`src/rtl/timed_cmd_queue.sv`:
```
// -----------------------------------------------------------------------------
// timed_cmd_queue
//
// Queues time-tagged 32-bit commands written over the settings bus and issues
// each one as a single-cycle strobe once vita_time reaches its timestamp.
// Commands issued after their timestamp are flagged late. Issue order is
// strict FIFO: a queued command never overtakes an earlier one.
//
// Register map (relative to BASE):
//   +0 TIME_HI  stage time[63:32]
//   +1 TIME_LO  stage time[31:0]
//   +2 CMD      push {TIME_HI, TIME_LO, set_data}
//   +3 CTRL     bit0 flush queue, bit1 clear overflow
//
// Ports:
//   clk, rst       clock, synchronous active-high reset
//   set_stb        settings bus write strobe
//   set_addr[7:0]  settings bus address
//   set_data[31:0] settings bus data
//   vita_time[63:0] current time {seconds, ticks}
//   cmd_stb        one-cycle pulse: command issued
//   cmd_data[31:0] payload of the issued command, held until next issue
//   cmd_late       issued command was late, held until next issue
//   fill           entries queued, including the one in the compare stage
//   overflow       sticky: a push was dropped because the queue was full
// -----------------------------------------------------------------------------
module timed_cmd_queue #(
    parameter int         DEPTH_LOG2 = 3,
    parameter logic [7:0] BASE       = 8'd0
) (
    input  logic                  clk,
    input  logic                  rst,
    input  logic                  set_stb,
    input  logic [7:0]            set_addr,
    input  logic [31:0]           set_data,
    input  logic [63:0]           vita_time,
    output logic                  cmd_stb,
    output logic [31:0]           cmd_data,
    output logic                  cmd_late,
    output logic [DEPTH_LOG2:0]   fill,
    output logic                  overflow
);

    localparam int DEPTH = 2 ** DEPTH_LOG2;

    typedef enum logic [1:0] {EMPTY, LOAD, WAIT, FIRE} state_t;

    state_t                state;
    logic [31:0]           time_hi;
    logic [31:0]           time_lo;
    logic [95:0]           mem [DEPTH];
    logic [DEPTH_LOG2-1:0] wptr;
    logic [DEPTH_LOG2-1:0] rptr;
    logic [DEPTH_LOG2:0]   count;
    logic [63:0]           head_time;
    logic [31:0]           head_data;

    logic wr_time_hi, wr_time_lo, wr_cmd, wr_ctrl;
    logic flush, clr_ovf, full, push, drop, pop;

    assign wr_time_hi = set_stb && (set_addr == BASE);
    assign wr_time_lo = set_stb && (set_addr == BASE + 8'd1);
    assign wr_cmd     = set_stb && (set_addr == BASE + 8'd2);
    assign wr_ctrl    = set_stb && (set_addr == BASE + 8'd3);

    assign flush   = wr_ctrl && set_data[0];
    assign clr_ovf = wr_ctrl && set_data[1];

    // count never exceeds DEPTH, so its MSB alone means "full". Full is judged
    // on the pre-pop count, so a push alongside a pop while full is dropped.
    assign full = count[DEPTH_LOG2];
    // Flush discards a simultaneous push silently, without flagging overflow.
    assign push = wr_cmd && !full && !flush;
    assign drop = wr_cmd && full && !flush;
    assign pop  = (state == FIRE);

    assign fill = count;

    // NOTE: the storage array has no reset; entries are only ever read after
    // a push has written them, so clearing it would add logic for nothing.
    always_ff @(posedge clk) begin
        if (push) begin
            mem[wptr] <= {time_hi, time_lo, set_data};
        end
    end

    // Staged time, pointers, occupancy and the sticky overflow flag.
    // NOTE: every clocked block uses non-blocking assignments so that all
    // registers update together from the values present before the edge.
    always_ff @(posedge clk) begin
        if (rst) begin
            time_hi  <= '0;
            time_lo  <= '0;
            wptr     <= '0;
            rptr     <= '0;
            count    <= '0;
            overflow <= 1'b0;
        end else begin
            if (wr_time_hi) time_hi <= set_data;
            if (wr_time_lo) time_lo <= set_data;

            if (flush) begin
                wptr  <= '0;
                rptr  <= '0;
                count <= '0;
            end else begin
                if (push) wptr <= wptr + 1'b1;
                if (pop)  rptr <= rptr + 1'b1;
                case ({push, pop})
                    2'b10:   count <= count + 1'b1;
                    2'b01:   count <= count - 1'b1;
                    default: count <= count;
                endcase
            end

            // A dropped push in the same cycle as a clear leaves the flag set.
            if (drop)         overflow <= 1'b1;
            else if (clr_ovf) overflow <= 1'b0;
        end
    end

    // Issue sequencer. The strobe is raised on the WAIT->FIRE transition so
    // it is high during FIRE, one cycle after the matching vita_time.
    always_ff @(posedge clk) begin
        if (rst) begin
            state     <= EMPTY;
            head_time <= '0;
            head_data <= '0;
            cmd_stb   <= 1'b0;
            cmd_data  <= '0;
            cmd_late  <= 1'b0;
        end else begin
            cmd_stb <= 1'b0;
            if (flush) begin
                // Any loaded head is abandoned without a strobe. A strobe
                // already in flight (state FIRE) still completes this cycle.
                state <= EMPTY;
            end else begin
                case (state)
                    EMPTY: begin
                        if (count != '0) state <= LOAD;
                    end
                    LOAD: begin
                        head_time <= mem[rptr][95:32];
                        head_data <= mem[rptr][31:0];
                        state     <= WAIT;
                    end
                    WAIT: begin
                        // Unsigned compare: a forward jump past head_time
                        // fires late, a backward jump simply keeps waiting.
                        if (vita_time >= head_time) begin
                            cmd_stb  <= 1'b1;
                            cmd_data <= head_data;
                            cmd_late <= (vita_time != head_time);
                            state    <= FIRE;
                        end
                    end
                    FIRE: begin
                        // The pop happens this cycle; count still holds the
                        // pre-pop value, so one entry left means empty after.
                        if (count != {{DEPTH_LOG2{1'b0}}, 1'b1}) state <= LOAD;
                        else                                      state <= EMPTY;
                    end
                    default: state <= EMPTY;
                endcase
            end
        end
    end

endmodule
```
`config.mk`:
```
export PLATFORM = sky130hd
export DESIGN_NAME = timed_cmd_queue
export DESIGN_NICKNAME = d
export VERILOG_FILES = /design/src/rtl/timed_cmd_queue.sv
export SDC_FILE = /design/constraint.sdc
export NUM_CORES = 1
export LEC_CHECK = 0
export CAP_MARGIN = 20
export CORE_ASPECT_RATIO = 1.25
export CORE_UTILIZATION = 50
export DETAILED_ROUTE_END_ITERATION = 10
export HOLD_SLACK_MARGIN = 0.15
export PLACE_DENSITY = 0.76
export RECOVER_POWER = 25
export SYNTH_ARGS = -nofsm -noshare
export SYNTH_HDL_FRONTEND = slang
export SYNTH_SLANG_ARGS = --single-unit
```
`constraint.sdc`:
```
create_clock -name clk -period 13.98 [get_ports clk]
set_clock_uncertainty 0.2 [all_clocks]
set_input_delay 2.796 -clock clk [delete_from_list [all_inputs] [get_ports clk]]
set_output_delay 2.796 -clock clk [all_outputs]
set_load 0.005 [all_outputs]
```
==> impl_metrics.json <==
{
  "status": "finished clean",
  "die-area_um2": 77000,
  "io_pins": 146,
  "hold_viol": 0,
  "wirelength_um": 83800,
  "rsz0062_at_grt": "no",
  "cts_max_path_buffers": 3,
  "drv_slew": 0,
  "hpwl_um": 48600,
  "synth-seq-cells": 975,
  "vdd_drop_max_uv": 81.4,
  "synth.avg_cell_area_um2": 17.3,
  "cts_resized": 0,
  "worst-path-max-fanout": 93,
  "post-route-period-util_pct": 45.6,
  "layout-drive-gt1-share_pct": 16.1,
  "dr.pass1.iters": 7,
  "wl_per_cell_um": 24.8,
  "p_total_uw": 6360,
  "core-area_um2": 74800,
  "remaining_drc_errors": 0,
  "die_h_um": 310,
  "ys_types": 46,
  "finalSetupTns_ps": 0,
  "ant_nets": 0,
  "grt.total_usage_pct": 22.2,
  "synthArstFlopShare_pct": 0,
  "post_cts_buffers": 0,
  "cts-root-buf": "clkbuf_16",
  "synth_nets": 2376,
  "cts-buffers-inserted": 87,
  "final-setup-viol-count": 0,
  "clkSinkCount": 975,
  "clk_pin_slew_ps": 60,
  "die_w_um": 248,
  "min_period_ps": 6370,
  "final_nets": 2524,
  "grt_pass1_vias": 20500,
  "p_per_area_nw_per_um2": 146,
  "power.leakage_uw": 0.0145,
  "ys.warnings.count": 0,
  "hp-start": "head_data[3]$_SDFFE_PP0P_",
  "fmax_mhz": 157,
  "grt_pass1_wl_um": 125000,
  "rr_startpoint": "head_time[63]$_SDFFE_PP0P_",
  "antenna_found_initial": 2,
  "hold_buffers": 0,
  "synth_edf_count": 768,
  "hp-class": "reg2reg",
  "cts_tree": "built",
  "ys_seq_area_share_pct": 71.7,
  "crit_required_ps": 14320,
  "rows": 112,
  "start_util_pct": 50.7,
  "crit_type": "in2reg",
  "setup_slack_ps": 7610,
  "startpoint": "set_data[0]",
  "max_slew_margin_pct": 29.0,
  "postSynthCellCount": 2194,
  "dp_slack_ps": 6940,
  "cp.arrival_ps": 6710,
  "io_buffers": 145,
  "grt_max_degree": 125,
  "syn2layout_area_growth_pct": 14.4,
  "grt_overflow_total": 0,
  "h-tree-depth": 3,
  "mappedNetlistArea_um2": 37900,
  "drt-initial-drc-count": 1854,
  "viasPerCell": 5.88,
  "tightestPinTransition_ps": 1070,
  "vias": 19900,
  "start_kind": "input pin",
  "fillers": 5456,
  "insertion_delay_ps": 630,
  "cp-end-kind": "register",
  "routabilityCongestion": 0.766,
  "maxCapViolations": 0,
  "synthFlopType": "edfxtp_1"
}
==> metal layers <==
| layer | vias up | global-route usage (%) | routed length, µm |
|---|---|---|---|
| met5 | - | 0 | 0 |
| met4 | 0 | 7.16 | 2190 |
| met3 | 110 | 3.12 | 6230 |
| met2 | 844 | 38.2 | 42700 |
| met1 | 10200 | 29.1 | 32800 |
| li1 | 8788 | - | - |
==> layout by cell type (no fill, tap or decap), drive strengths merged, types with 32 or more instances in the layout <==
master / instances
edfxtp: 768
dfxtp: 207
mux4: 192
nand2: 158
clkdlybuf4s50: 144
mux2i: 131
nor2: 125
clkbuf: 110
a211oi: 100
a21oi: 96
inv: 76
ha: 75
nand2b: 69
buf: 34
clkinv: 32
==> critical path: stages <==
cell and delay, ps:
clkdlybuf4s50_1 800, and3_1 400, nor2b_4 660, buf_4 710, buf_4 830, nor2_1 110, a211oi_1 260
==> final cells by class <==
class / count / area [µm²] / area share [%]
flip-flops and latches: 975 / 27200 / 62.7
inverters: 73 / 274 / 0.631
clock buffers: 110 / 2390 / 5.50
multi-input cells: 1027 / 10000 / 23.0
clock inverters: 53 / 591 / 1.36
repair buffers: 178 / 1710 / 3.95
diodes: 2 / 5.00 / 0.0115
well taps: 969 / 1210 / 2.79
==> cell usage after synthesis, drive strengths merged (7+ instances only) <==
master  number  share of area [%]
edfxtp     768                 61
a21oi       96                1.3
nor2       125                1.2
mux4       192                 11
nor3         7              0.092
nand2      158                1.6
o21ai       11               0.15
ha          75                2.5
buf         27               0.48
nand3        8               0.11
nand4       11               0.20
a211oi     100                2.0
inv         73               0.72
nand2b      69                1.1
mux2i      131                3.5
dfxtp      207                 11
clkbuf      92               0.91
==> where the power goes <==
group	switching, µW	internal, µW	total [µW]
combinational	365	243	608
clock	1020	1440	2460
sequential	69.9	3220	3290
==> worst paths after layout <==
kind                           endpoint  depth (start not counted)  slack, ps
max          head_time[47]$_SDFFE_PP0P_                          7       7610
min            cmd_data[3]$_SDFFE_PP0P_                          2        280
max reg2reg   cmd_data[31]$_SDFFE_PP0P_                         10       9840
min reg2reg    cmd_data[3]$_SDFFE_PP0P_                          2        280
==> cells by family (layout without fill, tap and decap cells) <==
| kind of cell | Yosys count | in the layout | synth area share [%] |
|---|---|---|---|
| AO/OA/AOI/OAI | 223 | 223 | 3.87 |
| multiplexers | 323 | 323 | 14.9 |
| AND/OR/NAND/NOR | 399 | 399 | 4.78 |
| XOR/XNOR | 7 | 7 | 0.162 |
| flip-flops | 975 | 975 | 71.7 |
| other | 0 | 2 | 0 |
| adder cells (fa/ha/maj) | 75 | 75 | 2.47 |
| buffers and inverters | 192 | 414 | 2.12 |
==> state kept, by name, indices dropped and copies added (netlist names) <==
signal     count
wptr           3
overflow       1
time_hi       32
head_time     64
state          2
mem          768
cmd_stb        1
fill           4
head_data     32
time_lo       32
cmd_late       1
rptr           3
cmd_data      32
==> metrics by stage <==
stage | util (%) | hold WS, ps | area, µm² | std cells
floorplan | - | 252 | 37900 | 2194
global placement | 54.0 | 258 | 40400 | 3221
detailed placement | 54.0 | 265 | 40400 | 3221
CTS | 58.0 | 280 | 43400 | 3384
global route | 58.0 | 302 | 43400 | 3386
finish | 58.0 | 276 | 43400 | 3387
Power figures use the tool's default switching activity.
